===== src/rtl/wb_pkg.sv =====
// wb_pkg: shared widths, defaults and types for the write-back arbiter.
package wb_pkg;
  localparam int DATA_W = 16;
  localparam int REG_W = 3;
  localparam int DEF_DEPTH = 2;
  localparam int DEF_STARVE_LIMIT = 4;
  typedef struct packed {
    logic [REG_W-1:0]  rd;
    logic [DATA_W-1:0] data;
  } entry_t;
  typedef enum logic [1:0] {GNT_NONE, GNT_PIPE, GNT_FIFO} gnt_e;
endpackage


===== src/rtl/wb_fifo.sv =====
// wb_fifo: synchronous FIFO holding multi-cycle results; head is registered (no bypass).
module wb_fifo import wb_pkg::*; #(
  parameter int DEPTH = DEF_DEPTH
) (
  input  logic              clk,
  input  logic              rst,
  input  logic              push,
  input  logic              pop,
  input  logic [REG_W-1:0]  push_reg,
  input  logic [DATA_W-1:0] push_data,
  output logic              full,
  output logic              empty,
  output logic [REG_W-1:0]  head_reg,
  output logic [DATA_W-1:0] head_data
);
  localparam int AW = $clog2(DEPTH);
  entry_t mem_q [DEPTH];
  logic [AW-1:0] wr_ptr_d, wr_ptr_q, rd_ptr_d, rd_ptr_q;
  logic [AW:0] cnt_d, cnt_q;
  logic push_ok, pop_ok;
  always_comb begin
    full = cnt_q == (AW+1)'(DEPTH);
    empty = cnt_q == '0;
    push_ok = push && !full;
    pop_ok = pop && !empty;
    wr_ptr_d = push_ok ? wr_ptr_q + 1'b1 : wr_ptr_q;
    rd_ptr_d = pop_ok ? rd_ptr_q + 1'b1 : rd_ptr_q;
    cnt_d = cnt_q + (AW+1)'(push_ok) - (AW+1)'(pop_ok);
    head_reg = mem_q[rd_ptr_q].rd;
    head_data = mem_q[rd_ptr_q].data;
  end
  always_ff @(posedge clk) begin
    if (!rst) begin
      wr_ptr_q <= '0;
      rd_ptr_q <= '0;
      cnt_q <= '0;
    end else begin
      wr_ptr_q <= wr_ptr_d;
      rd_ptr_q <= rd_ptr_d;
      cnt_q <= cnt_d;
    end
  end
  always_ff @(posedge clk) begin
    if (push_ok) mem_q[wr_ptr_q] <= '{rd: push_reg, data: push_data};
  end
endmodule


===== src/rtl/wb_arbiter.sv =====
// wb_arbiter: shares the register-file write port between the pipeline WB stage
// and queued multi-cycle results, with a starvation override for the queue head.
module wb_arbiter import wb_pkg::*; #(
  parameter int DEPTH = DEF_DEPTH,
  parameter int STARVE_LIMIT = DEF_STARVE_LIMIT
) (
  input  logic              clk,
  input  logic              rst,
  input  logic              pipe_valid,
  input  logic [REG_W-1:0]  pipe_reg,
  input  logic [DATA_W-1:0] pipe_data,
  output logic              pipe_stall,
  input  logic              mc_valid,
  input  logic [REG_W-1:0]  mc_reg,
  input  logic [DATA_W-1:0] mc_data,
  output logic              mc_ready,
  output logic              rf_wr_en,
  output logic [REG_W-1:0]  rf_wr_reg,
  output logic [DATA_W-1:0] rf_wr_data,
  output logic              err
);
  localparam int SW = $clog2(STARVE_LIMIT + 1);
  localparam logic [SW-1:0] S_MAX = SW'(STARVE_LIMIT);
  logic full, empty;
  logic [REG_W-1:0] head_reg;
  logic [DATA_W-1:0] head_data;
  gnt_e gnt;
  logic [SW-1:0] starve_d, starve_q;
  logic rf_wr_en_d, rf_wr_en_q, err_d, err_q, stall_d, stall_q;
  logic [REG_W-1:0] rf_wr_reg_d, rf_wr_reg_q, held_reg_d, held_reg_q;
  logic [DATA_W-1:0] rf_wr_data_d, rf_wr_data_q, held_data_d, held_data_q;
  wb_fifo #(.DEPTH(DEPTH)) u_fifo (
    .clk       (clk),
    .rst       (rst),
    .push      (mc_valid && mc_ready),
    .pop       (gnt == GNT_FIFO),
    .push_reg  (mc_reg),
    .push_data (mc_data),
    .full      (full),
    .empty     (empty),
    .head_reg  (head_reg),
    .head_data (head_data)
  );
  always_comb begin
    // The queue wins over a valid pipe only once its head has waited the limit.
    gnt = !rst ? GNT_NONE
        : (!empty && (starve_q == S_MAX || !pipe_valid)) ? GNT_FIFO
        : pipe_valid ? GNT_PIPE : GNT_NONE;
    mc_ready = rst && !full;
    pipe_stall = pipe_valid && gnt == GNT_FIFO;
    starve_d = (empty || gnt == GNT_FIFO) ? '0 : (starve_q == S_MAX) ? starve_q : starve_q + 1'b1;
    rf_wr_en_d = gnt != GNT_NONE;
    rf_wr_reg_d = gnt == GNT_FIFO ? head_reg : gnt == GNT_PIPE ? pipe_reg : rf_wr_reg_q;
    rf_wr_data_d = gnt == GNT_FIFO ? head_data : gnt == GNT_PIPE ? pipe_data : rf_wr_data_q;
    stall_d = pipe_stall;
    held_reg_d = pipe_reg;
    held_data_d = pipe_data;
    err_d = err_q || (stall_q && (!pipe_valid || pipe_reg != held_reg_q || pipe_data != held_data_q));
  end
  always_ff @(posedge clk) begin
    if (!rst) begin
      starve_q <= '0;
      rf_wr_en_q <= 1'b0;
      rf_wr_reg_q <= '0;
      rf_wr_data_q <= '0;
      stall_q <= 1'b0;
      held_reg_q <= '0;
      held_data_q <= '0;
      err_q <= 1'b0;
    end else begin
      starve_q <= starve_d;
      rf_wr_en_q <= rf_wr_en_d;
      rf_wr_reg_q <= rf_wr_reg_d;
      rf_wr_data_q <= rf_wr_data_d;
      stall_q <= stall_d;
      held_reg_q <= held_reg_d;
      held_data_q <= held_data_d;
      err_q <= err_d;
    end
  end
  always_comb begin
    rf_wr_en = rf_wr_en_q;
    rf_wr_reg = rf_wr_reg_q;
    rf_wr_data = rf_wr_data_q;
    err = err_q;
  end
endmodule


===== config.mk =====
export PLATFORM = sky130hd
export DESIGN_NAME = wb_arbiter
export DESIGN_NICKNAME = d
export VERILOG_FILES = /design/src/rtl/wb_pkg.sv /design/src/rtl/wb_fifo.sv /design/src/rtl/wb_arbiter.sv
export SDC_FILE = /design/constraint.sdc
export NUM_CORES = 1
export LEC_CHECK = 0
export CAP_MARGIN = 20
export CORE_AREA = 2 2 73 126
export DETAILED_ROUTE_END_ITERATION = 10
export DIE_AREA = 0 0 75 128
export SYNTH_ARGS = -nofsm -noshare
export SYNTH_HDL_FRONTEND = slang
export SYNTH_SLANG_ARGS = --single-unit

===== constraint.sdc =====
create_clock -name clk -period 5 [get_ports clk]
set_input_delay 1 -clock clk [delete_from_list [all_inputs] [get_ports clk]]
set_output_delay 1 -clock clk [all_outputs]
set_load 0.1 [all_outputs]

==> flow_metrics.env, run 1 <==
export IMPL_finalClockSkew_ps=4.52
export IMPL_tritoncts="built"
export IMPL_cts_resized=0
export IMPL_fmax_mhz=273
export IMPL_worst_pin_slew_ps=983
export IMPL_synth_async_reset_ratio_pct=0
export IMPL_rows=45
export IMPL_multi_input_comb_area_mm2=0.00127
export IMPL_initial_core_util_pct=40.7
export IMPL_clockPowerShare_pct=37.3
export IMPL_cts_buffer_depth=2
export IMPL_required_ps=4000
export IMPL_vias=2228
export IMPL_hp_class="register to register"
export IMPL_synth_top_area_share_pct=32.5
export IMPL_die_width_um=75
export IMPL_synthCells=285
export IMPL_p_leak_nw=1.64
export IMPL_switchingPower_w=0.000444
export IMPL_path_clk_slew_ps=60
export IMPL_largest_reg_flops=38
export IMPL_fillers=761
export IMPL_rsz0062_at_grt="no"
export IMPL_synthFlopType="dfxtp_1"
export IMPL_cts_setup_buffers=0
export IMPL_syn2layout_area_growth_pct=31.1
export IMPL_ant_nets=0
export IMPL_port_buffer_count=64
export IMPL_seq_area_mm2=0.00212
export IMPL_track_usage_pct=15.9
export IMPL_min_period_ps=3660
export IMPL_internal_power_w=0.00126
export IMPL_grt_max_degree=50
export IMPL_cts_buffers=9
export IMPL_die_area_mm2=0.00960
export IMPL_finalMaxSlewViolations=0
export IMPL_hpwl_um=4840
export IMPL_largest_register="u_fifo.mem_q"
export IMPL_synth_edf_count=38
export IMPL_fp_coreArea_mm2=0.00861
export IMPL_hold_viol=0
export IMPL_stdcell_count=474
export IMPL_swShare_pct=26.0
export IMPL_postCtsHoldBufs=0
export IMPL_die_y_um=128
export IMPL_overflow=0
export IMPL_period_share_pct=73.2
export IMPL_path_class="input pin to primary output"
export IMPL_io_pins=65
export IMPL_cts_sinks=87
export IMPL_setup_viol=0
export IMPL_cts_root_buf="clkbuf_16"
export IMPL_syn_area_per_cell_um2=12.3
export IMPL_cap_violations=0
export IMPL_cts_htree_levels=3
export IMPL_syn_nets=333
export IMPL_cp_max_fo=49
export IMPL_synth_largest_area_cell="edfxtp_1"
export IMPL_totalWireLength_um=7000
export IMPL_outcome="finished clean"
export IMPL_antenna_found_initial=0
export IMPL_nNetsFinal=400
export IMPL_cp_end_kind="primary output"
export IMPL_worstSetupStartpointType="input pin"
export IMPL_first_global_vias=2240
export IMPL_synth_most_common_cell="dfxtp_1"
export IMPL_vias_per_cell=4.70
export IMPL_dr_pass1_iters=4
export IMPL_drt_iter0_drc=93
export IMPL_ys_warn_count=0
export IMPL_gp_congestion=0.741
export IMPL_powerDensity_mw_per_mm2=371
export IMPL_ir_drop_mv=0.237
export IMPL_remaining_drc_errors=0
export IMPL_ys_top_cells_by_count="dfxtp_1, mux2i_1, edfxtp_1"
export IMPL_relSlewSlack_pct=34.3
export IMPL_diodes=0
export IMPL_grt_pass1_wl_um=11000
export IMPL_crit_arrival_ps=2660
export IMPL_synthesis_area_mm2=0.00351
export IMPL_ys_seq_area_share_pct=60.5
export IMPL_ys_top_cells_by_area="edfxtp_1, dfxtp_1, mux2i_1"
export IMPL_combPwrFrac_pct=16.1
export IMPL_fin_setup_tns_ps=0
export IMPL_yosysUniqueCellTypes=27
export IMPL_power_w=0.00171
export IMPL_power_frac_seq_pct=46.6
export IMPL_clock_latency_ps=330
export IMPL_wire_per_inst_um=14.8
export IMPL_drive_gt1_share_pct=6.44
export IMPL_yosys_register_bits=87
export IMPL_placed_cells=456
[power groups by stage]
| stage | Clock (W) | Combinational [W] | Sequential, W |
|---|---|---|---|
| 3_5_place_dp | 0 | 0.000274 | 0.000810 |
| 4_1_cts | 0.000649 | 0.000275 | 0.000795 |
| 5_1_grt | 0.000676 | 0.000293 | 0.000798 |
| 6_report | 0.000636 | 0.000275 | 0.000794 |
| 2_1_floorplan | 0 | 0.0000963 | 0.000895 |
| 3_3_place_gp | 0 | 0.000267 | 0.000810 |
[worst max-delay path, cell delays in order]
cell             delay (ps)
clkdlybuf4s50_1         470
buf_4                   370
o211ai_1                210
ha_1                    250
and2_1                  180
buf_12                  170
[stage by stage]
step / cell area, um2 / utilization [%] / setup WS (ps) / hold slack (ps)
5_1_grt: 4600 / 53.4 / 1230 / 528
6_report: 4600 / 53.4 / 1340 / 502
3_5_place_dp: 4270 / 49.6 / 1310 / 492
4_1_cts: 4560 / 52.9 / 1320 / 507
3_3_place_gp: 4230 / 49.1 / 1360 / 480
2_1_floorplan: 3510 / - / 594 / 470
[path summary, 6_finish.rpt]
kind	startpoint	end	slack, ps	depth (start not counted)
min	stall_q	err	500	2
max	rst	pipe_stall	1340	6
max reg2reg	starve_q[0]	u_fifo.cnt_q[1]	2410	12
min reg2reg	stall_q	err	500	2
[cell usage in the layout (no fill, tap or decap)]
master / Yosys / layout
clkdlybuf4s50_1: 0 / 62
nor3_1: 4 / 4
buf_8: 0 / 2
dfxtp_1: 49 / 49
clkbuf_16: 0 / 10
nand2_1: 1 / 1
clkbuf_1: 5 / 2
o21a_1: 1 / 1
o21ai_1: 1 / 1
a21oi_1: 20 / 20
mux2i_1: 39 / 39
nand3b_1: 2 / 2
nand4_1: 4 / 4
and3_1: 2 / 2
buf_12: 1 / 1
and2_1: 23 / 23
nor4_1: 1 / 1
a21o_1: 1 / 1
edfxtp_1: 38 / 38
xnor2_1: 21 / 21
a21boi_0: 1 / 1
buf_4: 0 / 3
buf_16: 0 / 2
ha_1: 6 / 6
inv_1: 7 / 7
o211ai_1: 2 / 2
nor2_1: 21 / 20
clkinv_2: 0 / 3
nor2_2: 0 / 1
xor2_1: 2 / 2
o21ai_0: 2 / 2
clkbuf_8: 0 / 1
nor2b_1: 23 / 23
[layout make-up]
cell class | instances | area share [%]
Clock inverter | 3 | 0.326
Inverter | 7 | 0.571
Timing Repair Buffer | 70 | 16.3
Tap cell | 117 | 3.18
Sequential cell | 87 | 46.1
Clock buffer | 13 | 5.90
Multi-Input combinational cell | 177 | 27.6
[kinds of logic (layout without fill, tap and decap cells)]
kind of cell,after synthesis,in the layout,synth area share (%)
XOR/XNOR,23,23,5.74
multiplexers,39,39,11.1
AND/OR/NAND/NOR,81,81,12.8
buffers and inverters,21,93,3.35
AO/OA/AOI/OAI,28,28,4.35
adder cells (fa/ha/maj),6,6,2.14
flip-flops,87,87,60.5
[metal layers]
| layer | share of wire [%] | GRT usage [%] | vias to the layer above |
|---|---|---|---|
| met3 | 3.4 | 2.99 | 11 |
| met1 | 41 | 18.7 | 1048 |
| li1 | - | - | 1114 |
| met5 | 0 | 0 | - |
| met2 | 53 | 26.7 | 55 |
| met4 | 2.3 | 8.19 | 0 |
Power figures use the tool's default switching activity.
==> run 2, diff against run 1 <==
- clock period: 5 -> 3.7 ns (I/O delays scaled with it)
==> run 2 against run 1 <==
Effect of this change:
- combinational power rose by 35%
- critical endpoint unchanged
- critical path depth rose by 1
- utilization fell by 0.46 points
==> flow_metrics.env, run 2 (same netlist as run 1, synthesis figures left out) <==
export IMPL_largest_register="u_fifo.mem_q"
export IMPL_crit_arrival_ps=2230
export IMPL_internal_power_w=0.00166
export IMPL_port_buffer_count=64
export IMPL_drive_gt1_share_pct=6.70
export IMPL_largest_reg_flops=38
export IMPL_min_period_ps=2970
export IMPL_first_global_vias=2280
export IMPL_cts_resized=0
export IMPL_cts_buffer_depth=2
export IMPL_cp_end_kind="primary output"
export IMPL_cts_buffers=9
export IMPL_period_share_pct=80.3
export IMPL_die_y_um=128
export IMPL_relSlewSlack_pct=34.9
export IMPL_totalWireLength_um=6810
export IMPL_clock_latency_ps=330
export IMPL_cts_setup_buffers=0
export IMPL_clockPowerShare_pct=35.9
export IMPL_hpwl_um=4730
export IMPL_fp_coreArea_mm2=0.00861
export IMPL_final_common_cell="clkdlybuf4s50_1"
export IMPL_postCtsHoldBufs=0
export IMPL_grt_pass1_wl_um=11000
export IMPL_tritoncts="built"
export IMPL_nNetsFinal=401
export IMPL_gp_congestion=0.719
export IMPL_rows=45
export IMPL_whs_ps=509
export IMPL_p_leak_nw=1.63
export IMPL_cp_max_fo=4
export IMPL_switchingPower_w=0.000589
export IMPL_syn2layout_area_growth_pct=30.0
export IMPL_io_pins=65
export IMPL_hold_viol=0
export IMPL_combPwrFrac_pct=16.4
export IMPL_layout_common_cells="clkdlybuf4s50_1, dfxtp_1, mux2i_1, edfxtp_1"
export IMPL_remaining_drc_errors=0
export IMPL_overflow=0
export IMPL_cp_num_buf_inv=3
export IMPL_rsz0062_at_grt="no"
export IMPL_fmax_mhz=336
export IMPL_path_clk_slew_ps=50
export IMPL_crit_family="buffers and inverters"
export IMPL_antenna_found_initial=0
export IMPL_finalClockSkew_ps=4.48
export IMPL_slowest_delay_ps=500
export IMPL_wire_per_inst_um=14.3
export IMPL_cts_htree_levels=3
export IMPL_cap_violations=0
export IMPL_ir_drop_mv=0.318
export IMPL_ant_nets=0
export IMPL_cp_cell_sequence="clkdlybuf4s50_1 > o21ai_0 > a21o_1 > inv_1 > ha_1 > and2_1 > buf_12"
export IMPL_critPathSlowestCell="clkdlybuf4s50_1"
export IMPL_worst_pin_slew_ps=973
export IMPL_worstSetupStartpointType="input pin"
export IMPL_dr_pass1_iters=4
export IMPL_power_frac_seq_pct=47.7
export IMPL_initial_core_util_pct=40.7
export IMPL_cts_root_buf="clkbuf_16"
export IMPL_die_area_mm2=0.00960
export IMPL_vias_per_cell=4.62
export IMPL_required_ps=2960
export IMPL_powerDensity_mw_per_mm2=494
export IMPL_diodes=0
export IMPL_hp_class="register to register"
export IMPL_vias=2194
export IMPL_outcome="finished clean"
export IMPL_die_width_um=75
export IMPL_finalMaxSlewViolations=0
export IMPL_swShare_pct=26.2
export IMPL_drt_iter0_drc=91
export IMPL_setup_viol=0
export IMPL_fin_setup_tns_ps=0
export IMPL_track_usage_pct=15.9
export IMPL_cts_sinks=87
export IMPL_path_class="input pin to primary output"
export IMPL_grt_max_degree=49
[run 2: worst min-delay path, stage by stage, from the launching register on]
cell and delay (ps):
dfxtp_1 310, o21ai_1 60, a21oi_1 100
[run 2: through the flow]
stage | cells | instance area, um2 | setup WS [ps] | total power [W] | utilization [%]
3_3_place_gp | 459 | 4290 | 744 | 0.00146 | 49.8
2_1_floorplan | 285 | 3510 | 365 | 0.00134 | -
6_report | 475 | 4560 | 727 | 0.00225 | 52.9
4_1_cts | 475 | 4560 | 718 | 0.00228 | 52.9
5_1_grt | 475 | 4560 | 606 | 0.00235 | 52.9
3_5_place_dp | 459 | 4290 | 719 | 0.00147 | 49.8
[run 2: final timing paths]
check / slack, ps / depth (start not counted) / to / start
hold reg to reg: 510 / 2 / err / stall_q
setup reg to reg: 1430 / 8 / rf_wr_data[6] / starve_q[0]
setup / recovery: 730 / 7 / pipe_stall / rst
hold / removal: 510 / 2 / err / stall_q
[run 2: per-layer routing]
metal / vias up / share of wire [%] / global-route usage (%)
met5: - / 0 / 0
met4: 0 / 2.6 / 8.51
met3: 14 / 2.6 / 2.20
met2: 41 / 55 / 28.0
met1: 1027 / 40 / 17.7
li1: 1112 / - / -
[run 2: power by group through the flow]
stage	clock network, W	registers (W)	logic, W
after global placement	0	0.00109	0.000370
after floorplan	0	0.00121	0.000130
after CTS	0.000831	0.00107	0.000374
final	0.000808	0.00107	0.000370
after detailed placement	0	0.00110	0.000372
after global routing	0.000873	0.00108	0.000394
[run 2: cell type report]
cell class | instances | area (um2)
well taps | 117 | 146
clock buffers | 12 | 246
inverters | 7 | 26.3
multi-input cells | 177 | 1270
clock inverters | 4 | 22.5
repair buffers | 71 | 726
fillers | 780 | 4050
flip-flops and latches | 87 | 2120
==> run 3, diff against run 2 <==
- clock period: 3.7 -> 2.9 ns (I/O delays scaled with it)
==> run 3 against run 2 <==
Effect of this change:
- die area unchanged
- largest cell class unchanged
- highest routed layer unchanged
- utilization down 0.55 points
- hold slack better by 2.3 ps
- largest power group unchanged
==> flow_metrics.env, run 3 (same netlist as run 1, synthesis figures left out) <==
export IMPL_worst_pin_slew_ps=616
export IMPL_remaining_drc_errors=0
export IMPL_powerDensity_mw_per_mm2=631
export IMPL_gp_congestion=0.724
export IMPL_vias_per_cell=4.61
export IMPL_outcome="finished clean"
export IMPL_totalWireLength_um=6950
export IMPL_crit_arrival_ps=1990
export IMPL_initial_core_util_pct=40.7
export IMPL_cp_max_fo=47
export IMPL_syn2layout_area_growth_pct=28.6
export IMPL_p_leak_nw=1.67
export IMPL_diodes=0
export IMPL_required_ps=2320
export IMPL_overflow=0
export IMPL_min_period_ps=2570
export IMPL_critPathSlowestCell="clkdlybuf4s50_1"
export IMPL_grt_use_met1_pct=17.8
export IMPL_period_share_pct=88.7
export IMPL_die_y_um=128
export IMPL_finalClockSkew_ps=4.80
export IMPL_cts_buffer_depth=2
export IMPL_cts_sinks=87
export IMPL_seq_area_mm2=0.00212
export IMPL_setup_viol=0
export IMPL_clock_latency_ps=340
export IMPL_use_met2_pct=27.9
export IMPL_rsz0062_at_grt="no"
export IMPL_vias=2205
export IMPL_crit_family="buffers and inverters"
export IMPL_die_width_um=75
export IMPL_cp_num_buf_inv=3
export IMPL_fillers=780
export IMPL_cp_end_kind="primary output"
export IMPL_fp_coreArea_mm2=0.00861
export IMPL_antenna_found_initial=0
export IMPL_grt_pass1_wl_um=11100
export IMPL_hpwl_um=4980
export IMPL_ant_nets=0
export IMPL_largest_register="u_fifo.mem_q"
export IMPL_dr_pass1_iters=4
export IMPL_grt_max_degree=48
export IMPL_layout_common_cells="dfxtp_1, clkdlybuf4s50_1, mux2i_1, edfxtp_1, buf_4"
export IMPL_path_class="input pin to primary output"
export IMPL_tritoncts="built"
export IMPL_drt_iter0_drc=77
export IMPL_grt_util_met3_pct=3.30
export IMPL_cts_setup_buffers=0
export IMPL_first_global_vias=2271
export IMPL_largest_reg_flops=38
export IMPL_path_clk_slew_ps=60
export IMPL_relSlewSlack_pct=58.9
export IMPL_wire_per_inst_um=14.5
export IMPL_power_w=0.00285
export IMPL_ir_drop_mv=0.366
export IMPL_drive_gt1_share_pct=13.3
export IMPL_track_usage_pct=16.2
export IMPL_io_pins=65
export IMPL_slowest_delay_ps=520
export IMPL_nNetsFinal=404
export IMPL_port_buffer_count=64
export IMPL_rows=45
export IMPL_worstSetupStartpointType="input pin"
export IMPL_postCtsHoldBufs=0
export IMPL_finalMaxSlewViolations=0
export IMPL_cts_buffers=9
export IMPL_hold_viol=0
export IMPL_multi_input_comb_area_mm2=0.00128
export IMPL_final_common_cell="dfxtp_1"
export IMPL_cap_violations=0
export IMPL_cts_htree_levels=3
export IMPL_fin_setup_tns_ps=0
export IMPL_hp_class="register to register"
export IMPL_die_area_mm2=0.00960
export IMPL_fmax_mhz=389
export IMPL_cp_cell_sequence="clkdlybuf4s50_1 > buf_4 > a21boi_2 > buf_12"
export IMPL_cts_resized=0
export IMPL_grt_busiest_layer="met2"
export IMPL_cts_root_buf="clkbuf_16"
==> run 3: report_power, final <==
part	total (W)	switching, W	internal [W]
combinational	0.000467	0.000294	0.000173
clock	0.00101	0.000437	0.000576
sequential	0.00137	0.0000272	0.00134
total	0.00285	0.000759	0.00209
==> run 3: worst min-delay path: stages, from the launching register on <==
cell	delay [ps]
dfxtp_1	310
o21ai_1	60
a21oi_1	100
==> run 3: layout make-up <==
class	instances	area share, %
inverter	7	0.582
sequential	87	47.0
multi-input combinational	177	28.3
timing repair buffer	74	15.1
clock inverter	4	0.499
tap	117	3.24
clock buffer	12	5.24
==> run 3: final timing paths <==
path | startpoint | end | slack [ps] | cells after the start
hold / removal | stall_q | err | 510 | 2
hold reg to reg | stall_q | err | 510 | 2
setup reg to reg | starve_q[0] | u_fifo.cnt_q[1] | 680 | 12
setup / recovery | rst | mc_ready | 330 | 4
==> run 3: per-layer routing <==
metal  up-vias  wire length [um]
li1       1116                 -
met1      1025              2750
met2        49              3750
met3        15               261
met4         0               191
met5         -                 0
==> run 3: metrics by stage <==
stage	std cells	setup slack (ps)	hold slack, ps	util [%]	cell area [um2]
floorplan	285	244	470	-	3510
global placement	462	285	497	49.4	4250
detailed placement	462	217	489	49.4	4250
CTS	478	304	517	52.4	4510
global route	478	220	537	52.4	4510
finish	478	329	511	52.4	4510
